File: src/rtl/vga_sync_to_count.sv
// Recovers column/row counters from an upstream Hsync/Vsync pair; Vsync rise realigns to (0,0).
// Optional frame lock qualifier compiled in with `define VGA_SYNC_LOCK_CHECK_EN.
module vga_sync_to_count #(
    parameter int TOTAL_COLS  = 800,
    parameter int TOTAL_ROWS  = 525,
    parameter int COUNT_WIDTH = 10,
    parameter int LOCK_FRAMES = 2
) (
    input  logic                   clk_i,
    input  logic                   rst_n_i,
    input  logic                   Hsync_i,
    input  logic                   Vsync_i,
    output logic                   Hsync_o,
    output logic                   Vsync_o,
    output logic [COUNT_WIDTH-1:0] col_count_o,
    output logic [COUNT_WIDTH-1:0] row_count_o,
    output logic                   frame_start_o,
    output logic                   locked_o,
    output logic                   err_o
);

    localparam logic [COUNT_WIDTH-1:0] LAST_COL  = COUNT_WIDTH'(TOTAL_COLS - 1);
    localparam logic [COUNT_WIDTH-1:0] LAST_ROW  = COUNT_WIDTH'(TOTAL_ROWS - 1);
    localparam logic [COUNT_WIDTH-1:0] COUNT_ONE = COUNT_WIDTH'(1);

    // Reject counter widths that cannot hold the last column/row.
    if ((COUNT_WIDTH < $clog2(TOTAL_COLS)) || (COUNT_WIDTH < $clog2(TOTAL_ROWS)) ||
        (LOCK_FRAMES < 32'sd1)) begin : g_bad_params
        $error("vga_sync_to_count: illegal parameter combination");
    end

    logic                   hsync_q;
    logic                   vsync_q;
    logic [COUNT_WIDTH-1:0] col_q;
    logic [COUNT_WIDTH-1:0] col_d;
    logic [COUNT_WIDTH-1:0] row_q;
    logic [COUNT_WIDTH-1:0] row_d;
    logic                   frame_start_q;
    logic                   frame_start_d;
    logic                   vsync_rise_s;
    logic                   natural_wrap_s;

    assign vsync_rise_s   = Vsync_i & ~vsync_q;
    assign natural_wrap_s = (col_q == LAST_COL) && (row_q == LAST_ROW);

    // Counter next state: Vsync rise snaps to origin, otherwise raster free-run.
    always_comb begin
        col_d         = col_q;
        row_d         = row_q;
        frame_start_d = 1'b0;
        if (vsync_rise_s) begin
            col_d         = '0;
            row_d         = '0;
            frame_start_d = 1'b1;
        end else if (col_q == LAST_COL) begin
            col_d = '0;
            if (natural_wrap_s) begin
                row_d = '0;
            end else begin
                row_d = row_q + COUNT_ONE;
            end
        end else begin
            col_d = col_q + COUNT_ONE;
        end
    end

    // Sync delay line and counter registers.
    always_ff @(posedge clk_i or negedge rst_n_i) begin
        if (!rst_n_i) begin
            hsync_q       <= 1'b0;
            vsync_q       <= 1'b0;
            col_q         <= '0;
            row_q         <= '0;
            frame_start_q <= 1'b0;
        end else begin
            hsync_q       <= Hsync_i;
            vsync_q       <= Vsync_i;
            col_q         <= col_d;
            row_q         <= row_d;
            frame_start_q <= frame_start_d;
        end
    end

    assign Hsync_o       = hsync_q;
    assign Vsync_o       = vsync_q;
    assign col_count_o   = col_q;
    assign row_count_o   = row_q;
    assign frame_start_o = frame_start_q;

`ifdef VGA_SYNC_LOCK_CHECK_EN
    localparam int GOOD_W = $clog2(LOCK_FRAMES + 1);
    localparam logic [GOOD_W-1:0] LAST_GOOD = GOOD_W'(LOCK_FRAMES - 1);

    typedef enum logic [1:0] {
        ST_UNLOCKED = 2'd0,
        ST_CHECK    = 2'd1,
        ST_LOCKED   = 2'd2
    } lock_state_t;

    lock_state_t       state_q;
    lock_state_t       state_d;
    logic [GOOD_W-1:0] good_cnt_q;
    logic [GOOD_W-1:0] good_cnt_d;
    logic              locked_q;
    logic              locked_d;
    logic              err_q;
    logic              err_d;
    logic              good_s;
    logic              bad_s;

    // Matching events are good; a lone rise or lone wrap is a timing error.
    assign good_s = vsync_rise_s & natural_wrap_s;
    assign bad_s  = vsync_rise_s ^ natural_wrap_s;

    // Lock state machine next state and error pulse.
    always_comb begin
        state_d    = state_q;
        good_cnt_d = good_cnt_q;
        err_d      = 1'b0;
        case (state_q)
            ST_UNLOCKED: begin
                if (vsync_rise_s) begin
                    state_d    = ST_CHECK;
                    good_cnt_d = '0;
                end else begin
                    state_d = ST_UNLOCKED;
                end
            end
            ST_CHECK: begin
                if (good_s) begin
                    good_cnt_d = good_cnt_q + GOOD_W'(1);
                    if (good_cnt_q == LAST_GOOD) begin
                        state_d = ST_LOCKED;
                    end else begin
                        state_d = ST_CHECK;
                    end
                end else if (bad_s) begin
                    good_cnt_d = '0;
                    err_d      = 1'b1;
                end else begin
                    state_d = ST_CHECK;
                end
            end
            ST_LOCKED: begin
                if (bad_s) begin
                    state_d    = ST_CHECK;
                    good_cnt_d = '0;
                    err_d      = 1'b1;
                end else begin
                    state_d = ST_LOCKED;
                end
            end
            default: begin
                state_d    = ST_UNLOCKED;
                good_cnt_d = '0;
            end
        endcase
        locked_d = (state_d == ST_LOCKED);
    end

    // Lock state registers.
    always_ff @(posedge clk_i or negedge rst_n_i) begin
        if (!rst_n_i) begin
            state_q    <= ST_UNLOCKED;
            good_cnt_q <= '0;
            locked_q   <= 1'b0;
            err_q      <= 1'b0;
        end else begin
            state_q    <= state_d;
            good_cnt_q <= good_cnt_d;
            locked_q   <= locked_d;
            err_q      <= err_d;
        end
    end

    assign locked_o = locked_q;
    assign err_o    = err_q;
`else
    assign locked_o = 1'b0;
    assign err_o    = 1'b0;
`endif

endmodule

File: config.mk
export PLATFORM = sky130hd
export DESIGN_NAME = vga_sync_to_count
export DESIGN_NICKNAME = d
export VERILOG_FILES = /design/src/rtl/vga_sync_to_count.sv
export SDC_FILE = /design/constraint.sdc
export NUM_CORES = 1
export LEC_CHECK = 0
export ABC_AREA = 1
export CAP_MARGIN = 20
export CORE_ASPECT_RATIO = 0.75
export CORE_MARGIN = 2
export CORE_UTILIZATION = 53
export CTS_CLUSTER_DIAMETER = 40
export CTS_CLUSTER_SIZE = 14
export DETAILED_ROUTE_END_ITERATION = 16
export PLACE_DENSITY = 0.83
export SLEW_MARGIN = 5
export SYNTH_ARGS = -nofsm -noshare
export SYNTH_HDL_FRONTEND = slang
export SYNTH_SLANG_ARGS = --single-unit
File: constraint.sdc
create_clock -name clk_i -period 2.2 [get_ports clk_i]
set_input_delay 0.33 -clock clk_i [delete_from_list [all_inputs] [get_ports clk_i]]
set_output_delay 0.33 -clock clk_i [all_outputs]
set_load 0.1 [all_outputs]
==> summary.md <==
| Metric | Value |
|---|---|
| Outcome | completed |
| Routed Antenna Nets | 0 |
| Drc violations | 0 |
| Sequential area share after synthesis | 0.446 |
| Area leader, netlist | dfrtp_1 |
| Core footprint | 0.00231 sq mm |
| Worst Hold Class | in2async |
| Worst skew pair latency | roughly 0.32 ns |
| Startpoint types | flip-flop |
| Max-slew violation count | 0 |
| Router iterations before antenna repair | 4 |
| Port bufs | 26 |
| Crit path max fanout | 5 |
| Total congestion overflow | 0 |
| Num ports | 29 |
| Postcts setup bufs | 0 |
| Reg-to-reg endpoint | row_count_o[1] |
| Antenna diodes | 0 |
| Max Freq | roughly 660 MHz |
| Slowest CP cell | dfrtp_1 |
| Post-Synthesis Cell Area | between 0.001 and 0.0015 sq mm |
| CTS sink cnt | 23 |
| Fin cells | 238 |
| Largest net degree at the start of global routing | 24 |
| Final HPWL DP | 2010 microns |
| # fillers | 210 |
| CP required | ~2.5 ns |
| Final Hold Fails | 0 |
| First-pass GRT wire length | between 4000 and 5000 microns |
| Die Y | around 47 microns |
| Hold_buf cts | 0 |
| Top-area cell type share of the netlist area | 0.446 |
| Total CTS buffers | 3 |
| GP Congestion | ~0.83 |
| Vias | 1166 |
| Post-route setup slack | 0.683 ns |
| RSZ-0062 raised after global routing | no |
| Leakage dissipation | roughly 0.83 nW |
| Die area | between 0.002 and 0.003 sq mm |
| Resized cells post-CTS | 0 |
| Commonest non-fill, non-tap cell in the layout | nand2_1 |
| Max cap viols | 0 |
| Crit path cell chain | ha_1 > nand2_2 > nor2_4 > nand3_1 > nor2_1 > nand3_1 > nand2_1 |
| Cells on worst reg2reg path | 7 |
| Power density over the cells | a little under 700 mW/mm^2 |
| Mapped Cells | roughly 180 |
| Layout cell share with drive strength beyond 1 | 0.172 |
| Clk slew on worst S/H paths | between 0.1 and 0.15 ns |
| RR Startpoint | col_count_o[0] |
| Final setup viols | 0 |
| Tmin final | between 1.5 and 2 ns |
| Post-synth cell types | 19 |
| Setup crit start | col_count_o[0] |
| Most frequent cells in the layout | nand2_1, inv_1, buf_4 |
| Largest cells by area after synthesis | dfrtp_1, nand2_1, inv_1 |
| Mean Syn Cell Area | around 7.4 sq um |
| #FFs+latches synth | 23 |
| Worst path arrival time | ~1.8 ns |
| Reg2Reg Setup Slack | just under 0.7 ns |
| Synth Warn # | 0 |
| Crit path largest cell delay | approximately 0.41 ns |
| Critical path depth | 7 |
| CP Class | reg2reg |
| CP endpoint kind | flip-flop |
| Crit path buf inv count | 0 |
| Peak supply drop | between 400 and 500 uV |
| H-tree depth | 1 |
| Final Cycle Share | 0.690 |
| Hold slack | 0.335 ns |
| Clock skew | between 0.01 and 0.015 ns |
| Vias per std cell | 4.90 |
| Initial cell density of the core | 0.559 |
| Dpl cells | roughly 230 |
| Rows | 15 |
| Setup WS pre-CTS | between 0.5 and 0.6 ns |
| CTS tree | built |
| WL per Instance | between 10 and 15 microns |
| Layout area overhead | 20.0% |
| Most used cell, CP | nand3_1 |
| Die W | 61.0 microns |
| CTS Root Cell | clkbuf_4 |
| Wirelength, routed | between 2000 and 3000 microns |
| Family with the most delay on the worst path | simple AND/OR/NAND/NOR gates |
| Number of global-route vias before repair | approximately 940 |
| Max clock buf depth | 2 |
| Antenna violations before repair | 0 |
| Final net count | ~210 |
| Setup TNS | 0 ns |
| All-layer global routing usage | 0.209 |
| DRT iter0 DRCs | just under 80 |
per-stage QoR:
| step | util | cell area (sq um) | total power, mW |
|---|---|---|---|
| 2_1_floorplan | - | 1290 | 0.782 |
| 3_3_place_gp | 0.659 | 1520 | 0.856 |
| 3_5_place_dp | 0.659 | 1520 | 0.859 |
| 4_1_cts | 0.671 | 1550 | 1.06 |
| 5_1_grt | 0.671 | 1550 | 1.09 |
| 6_report | 0.671 | 1550 | 1.05 |
where the power goes:
group          switching, mW  internal [mW]
sequential            0.0308          0.452
clock                  0.132         0.0680
combinational          0.296         0.0692
total                  0.459          0.590
synth_stat cells (all sizes together):
master,number
conb,1
inv,30
nor2,26
dfrtp,23
xor2,3
a21oi,2
nand3,18
nor3,1
buf,3
nand4,6
ha,3
nand2,51
o21ai,7
a211oi,1
worst max-delay path by stage:
stage,endpoint,slack [ns]
after global placement,row_count_o[8],0.59
after global routing,row_count_o[1],0.50
final,row_count_o[1],0.68
after CTS,row_count_o[1],0.65
after detailed placement,row_count_o[8],0.53
after floorplan,row_count_o[6],0.04
kinds of logic after synthesis:
kind of cell / after synthesis / synth area share
and+or+nand+nor: 102 / 0.354
buffers and inverters: 33 / 0.108
DFF: 23 / 0.446
AOI/OAI and AO/OA: 10 / 0.0407
xor gates and xnor gates: 3 / 0.0204
adders and majority gates: 3 / 0.0291
other: 1 / 0.00290
sequential cells by signal, indices dropped and copies added, names as in the netlist:
register / count
frame_start_o: 1
row_count_o: 10
Vsync_o: 1
col_count_o: 10
Hsync_o: 1
layout make-up:
class / count / area, sq um / area share
clock buffer: 3 / 22.5 / 0.0145
clock inverter: 1 / 5.00 / 0.00323
inverter: 30 / 113 / 0.0727
multi-input combinational: 120 / 581 / 0.375
sequential: 23 / 576 / 0.372
tap: 34 / 42.5 / 0.0275
timing repair buffer: 27 / 210 / 0.136
layer usage:
metal  up-vias  share of wire  global-route usage
li1        597              -                   -
met4         0         0.0026              0.0261
met5         -              0                   0
met2        45           0.46               0.323
met3         2          0.066              0.0579
met1       522           0.47               0.308
(Power assumes the default switching activity.)
